--- src/rtl/tagger_tag_packer.sv ---
// rtl/tagger_tag_packer.sv - forms time-tag words from converter output and coarse count, buffers them in a FIFO
module tagger_tag_packer #(
    parameter int BITS         = 3,
    parameter int COARSE_BITS  = 24,
    parameter int CONV_LATENCY = 2,
    parameter int FIFO_AW      = 4,
    localparam int TAG_W       = 2 + COARSE_BITS + BITS
) (
    input  logic             clk,
    input  logic             rst_n,
    input  logic             enable,
    input  logic             edge_detected,
    input  logic             raising_edge,
    input  logic [BITS-1:0]  subtimes,
    output logic [TAG_W-1:0] tag_data,
    output logic             tag_valid,
    input  logic             tag_ready,
    output logic [FIFO_AW:0] fifo_level,
    output logic [15:0]      overflow_count
);

    localparam int               DEPTH     = 1 << FIFO_AW;
    localparam logic [FIFO_AW:0] DEPTH_L   = (FIFO_AW + 1)'(DEPTH);
    localparam logic [FIFO_AW:0] TWO_L     = (FIFO_AW + 1)'(2);
    localparam logic [TAG_W-1:0] ROLL_WORD = {2'b10, {(COARSE_BITS + BITS){1'b0}}};

    typedef enum logic {
        ROLL_IDLE,
        ROLL_PENDING
    } roll_state_t;

    roll_state_t state, state_next;

    logic [COARSE_BITS-1:0] counter;
    logic [COARSE_BITS-1:0] dly [CONV_LATENCY];
    logic [COARSE_BITS-1:0] aligned;
    logic [COARSE_BITS-1:0] prev_aligned;
    logic                   wrap;

    logic [TAG_W-1:0]   mem [DEPTH];
    logic [FIFO_AW-1:0] wr_ptr;
    logic [FIFO_AW-1:0] rd_ptr;
    logic [FIFO_AW:0]   free;
    logic [FIFO_AW:0]   n_wr;
    logic               pop;
    logic               ev;
    logic [TAG_W-1:0]   ev_word;
    logic               wr0;
    logic               wr1;
    logic [TAG_W-1:0]   wr0_data;
    logic               drop;

    assign aligned = dly[CONV_LATENCY-1];
    // The delay line resets to 0, so reset release never looks like a wrap.
    assign wrap    = (aligned == '0) && (prev_aligned == '1);

    assign tag_valid = (fifo_level != '0);
    assign tag_data  = tag_valid ? mem[rd_ptr] : '0;
    assign pop       = tag_valid && tag_ready;
    assign free      = DEPTH_L - fifo_level + {{FIFO_AW{1'b0}}, pop};
    assign ev        = edge_detected && enable;
    assign ev_word   = {1'b0, raising_edge, aligned, subtimes};
    assign n_wr      = (FIFO_AW + 1)'(wr0) + (FIFO_AW + 1)'(wr1);

    // Free-running coarse counter and its alignment delay line.
    always_ff @(posedge clk) begin
        if (!rst_n) begin
            counter      <= '0;
            prev_aligned <= '0;
            for (int i = 0; i < CONV_LATENCY; i++) begin
                dly[i] <= '0;
            end
        end else begin
            counter      <= counter + COARSE_BITS'(1);
            prev_aligned <= aligned;
            dly[0]       <= counter;
            for (int i = 1; i < CONV_LATENCY; i++) begin
                dly[i] <= dly[i-1];
            end
        end
    end

    // Pending-rollover state register.
    always_ff @(posedge clk) begin
        if (!rst_n) begin
            state <= ROLL_IDLE;
        end else begin
            state <= state_next;
        end
    end

    // Write arbitration: a due rollover always goes first; events only after it.
    always_comb begin
        state_next = state;
        wr0        = 1'b0;
        wr1        = 1'b0;
        wr0_data   = ev_word;
        drop       = 1'b0;
        if (wrap || state == ROLL_PENDING) begin
            if (free != '0) begin
                wr0        = 1'b1;
                wr0_data   = ROLL_WORD;
                state_next = ROLL_IDLE;
                if (ev) begin
                    if (free >= TWO_L) begin
                        wr1 = 1'b1;
                    end else begin
                        drop = 1'b1;
                    end
                end
            end else begin
                state_next = ROLL_PENDING;
                drop       = ev;
            end
        end else if (ev) begin
            if (free != '0) begin
                wr0 = 1'b1;
            end else begin
                drop = 1'b1;
            end
        end
    end

    // FIFO storage; second write slot carries the event behind a rollover.
    always_ff @(posedge clk) begin
        if (wr0) begin
            mem[wr_ptr] <= wr0_data;
        end
        if (wr1) begin
            mem[wr_ptr + FIFO_AW'(1)] <= ev_word;
        end
    end

    // FIFO pointers and occupancy.
    always_ff @(posedge clk) begin
        if (!rst_n) begin
            wr_ptr     <= '0;
            rd_ptr     <= '0;
            fifo_level <= '0;
        end else begin
            wr_ptr     <= wr_ptr + n_wr[FIFO_AW-1:0];
            rd_ptr     <= rd_ptr + FIFO_AW'(pop);
            fifo_level <= fifo_level + n_wr - (FIFO_AW + 1)'(pop);
        end
    end

    // Saturating count of dropped events.
    always_ff @(posedge clk) begin
        if (!rst_n) begin
            overflow_count <= '0;
        end else if (drop && overflow_count != 16'hFFFF) begin
            overflow_count <= overflow_count + 16'd1;
        end
    end

endmodule

--- config.mk ---
export PLATFORM = sky130hd
export DESIGN_NAME = tagger_tag_packer
export DESIGN_NICKNAME = d
export VERILOG_FILES = /design/src/rtl/tagger_tag_packer.sv
export SDC_FILE = /design/constraint.sdc
export NUM_CORES = 1
export LEC_CHECK = 0
export CORE_ASPECT_RATIO = 0.5
export CORE_MARGIN = 2
export CORE_UTILIZATION = 55
export CTS_BUF_LIST = sky130_fd_sc_hd__clkbuf_16
export DETAILED_ROUTE_END_ITERATION = 8
export GPL_ROUTABILITY_DRIVEN = 0
export PLACE_DENSITY = 0.75
export SLEW_MARGIN = 10
export SYNTH_ARGS = -nofsm -noshare
export SYNTH_HDL_FRONTEND = slang
export SYNTH_SLANG_ARGS = --single-unit
--- constraint.sdc ---
create_clock -name clk -period 5.57 [get_ports clk]
set_input_delay 1.114 -clock clk [delete_from_list [all_inputs] [get_ports clk]]
set_output_delay 1.114 -clock clk [all_outputs]
set_load 0.01 [all_outputs]
==> results.json <==
{
  "synth.top_cell.area_share": 0.519,
  "p_int_w": 0.00766,
  "cp.arrival_ns": 3.36,
  "power.density_nw_per_um2": 354,
  "ios": 60,
  "power.switching_w": 0.00261,
  "worstReg2RegEnd": "fifo_level[4]",
  "start_util": 0.555,
  "crit_type": "flip-flop to output port",
  "drive_gt1_frac": 0.165,
  "layout_common_cells": "454 x nor2b_1, 448 x edfxtp_1, 145 x mux4_2, 138 x dfxtp_1, 109 x and2_1",
  "hold_buffers": 0,
  "critical_path.startpoint_type": "flip-flop",
  "fin_setup_tns_ns": 0,
  "clock-sinks": 590,
  "fin_crit_sh": 0.803,
  "synthesis.area_um2": 25900,
  "placed_cell_area_um2": 27400,
  "holdPathEnd": "dly[0][46]",
  "maxSlewHeadroom": 0.177,
  "fin_skew_ns": 0.0283,
  "peakVddDrop_uv": 227,
  "overflow": 0,
  "portBuffers": 59,
  "cts_tree": "done",
  "viasPerCell": 5.97,
  "hold_violations": 0,
  "cp_max_fo": 18,
  "ys_top_cells_by_area": "edfxtp_1 52%, mux4_2 13%, dfxtp_1 11%",
  "dominantRegCellSynth": "edfxtp_1",
  "cts_buffers": 51,
  "max_cap_violations": 0,
  "p_leak_nw": 8.79,
  "htreeDepth": 2,
  "place_hpwl_um": 34400,
  "rows": 56,
  "root_buffer": "clkbuf_16",
  "yosysTopAreaCell": "edfxtp_1",
  "fp.dieArea_um2": 49000,
  "grt_pass1_vias": 14900,
  "ys_seq_area_frac": 0.628,
  "num_vias": 15000,
  "layout.nets": 1853,
  "async_flop_share": 0,
  "final_cell_area_um2": 29000,
  "layout_commonest_cell": "nor2b_1",
  "rrSetupSlack_ns": 1.23,
  "postCtsSetupBuffers": 0,
  "clkTransAtPathRegs_ns": 0.06,
  "max-clock-path-buffers": 3,
  "insertion_delay_ns": 0.60,
  "cts_resized": 0,
  "min_from": "dly[0][22]",
  "synth_edf_count": 448,
  "grt_usage": 0.253,
  "syn_inst": 1794,
  "die_w_um": 311,
  "grt_first_pass_wirelength_um": 92600,
  "status": "completed",
  "core_um2": 46700,
  "clock_power_share": 0.330,
  "fin_crit_ns": 4.47,
  "slew_violations": 0,
  "syn_avg_cell_area_um2": 14.5,
  "avgRoutedWirePerCell_um": 24.3,
  "wirelength_um": 60900,
  "ys_warn_count": 0,
  "antenna_found_initial": 1,
  "syn2layout_area_growth_pct": 11.8,
  "drcViolationCount": 0,
  "startpoint": "rd_ptr[0]",
  "final_core_util": 0.621,
  "drtPass1Iterations": 6,
  "r2r_cells": 25,
  "sequentialPowerShare": 0.472,
  "synth_nets": 1821,
  "worstHoldPathCells": 1,
  "hold_class": "flip-flop to flip-flop",
  "ys_types": 46,
  "tightestPinTransition_ns": 1.23,
  "p_sw_frac": 0.254,
  "rsz0062_at_grt": "no",
  "power_frac_comb": 0.199,
  "synth-seq-cells": 590,
  "drt_iter0_drc": 1689,
  "grt_max_degree": 80,
  "clock.fmax_mhz": 224,
  "cp.required_ns": 4.46,
  "antenna_left": 0,
  "finalSetupViolCount": 0,
  "worstReg2RegStart": "fifo_level[2]",
  "end_kind": "output port",
  "die_h_um": 158
}
kinds of logic after synthesis:
family / share of synthesized area
xor gates and xnor gates: 0.00979
adders and majority gates: 0.00926
buffers and inverters: 0.0234
muxes: 0.126
DFF: 0.628
and+or+nand+nor: 0.174
AOI/OAI and AO/OA: 0.0293
Yosys cell counts (8+ instances only):
library cell	count
nand4_1	13
o22ai_1	16
a22oi_2	16
o21ai_1	10
nand2_1	48
nand3_1	19
nor2b_1	454
or3_1	10
ha_1	16
and3_1	8
or4_1	8
inv_1	21
buf_2	29
edfxtp_1	448
dfxtp_1	142
a21oi_1	21
and2_1	109
nor2_1	46
mux4_2	145
o21ai_0	18
xor2_1	10
clkbuf_1	82
nor3_1	14
xnor2_1	19
a22oi_1	16
buf_1	13
per-stage QoR:
step / power (W) / hold WS [ns] / cells / setup WS [ns]
finish: 0.0103 / 0.429 / 2507 / 1.10
floorplan: 0.00625 / 0.406 / 1794 / 0.822
detailed placement: 0.00700 / 0.418 / 2411 / 0.685
global route: 0.0106 / 0.434 / 2506 / 0.830
CTS: 0.0103 / 0.424 / 2506 / 1.02
global placement: 0.00698 / 0.413 / 2411 / 0.714
power groups by stage:
stage                     clock [W]  sequential, W  combinational, W
after CTS                   0.00343        0.00484           0.00207
final                       0.00338        0.00484           0.00204
after detailed placement          0        0.00494           0.00206
after global placement            0        0.00494           0.00204
after floorplan                   0        0.00488           0.00137
after global routing        0.00360        0.00485           0.00219
worst max path at each step:
stage	endpoint
detailed placement	fifo_level[4]
global placement	fifo_level[4]
global route	fifo_level[4]
floorplan	fifo_level[4]
finish	tag_data[27]
CTS	tag_data[27]
layout make-up:
cell class              count  area [um2]
repair buffers            105         981
well taps                 638         798
inverters                  23        86.3
clock inverters            42         241
multi-input cells        1055        9270
fillers                  3389       17700
flip-flops and latches    590       16300
clock buffers              53        1330
diodes                      1        2.50
state kept, by name, indices dropped and copies added (netlist names):
name and cells:
state 1, mem 464, rd_ptr 4, counter 24, wr_ptr 4, prev_aligned 24
dly 48, fifo_level 5, overflow_count 16
worst max-delay path, stage by stage, from the launching register on:
cell and delay, ns:
dfxtp_4 0.56, buf_4 0.43, mux4_2 0.55, mux4_2 0.52
and2_1 0.19, clkdlybuf4s50_1 0.50
routing by layer:
layer  share of wire  vias to the layer above  GRT usage
li1                -                     6608          -
met3           0.085                       85     0.0367
met4           0.021                        0     0.0591
met5               0                        -          0
met2            0.46                      677      0.407
met1            0.43                     7592      0.372
(Power assumes the default switching activity.)
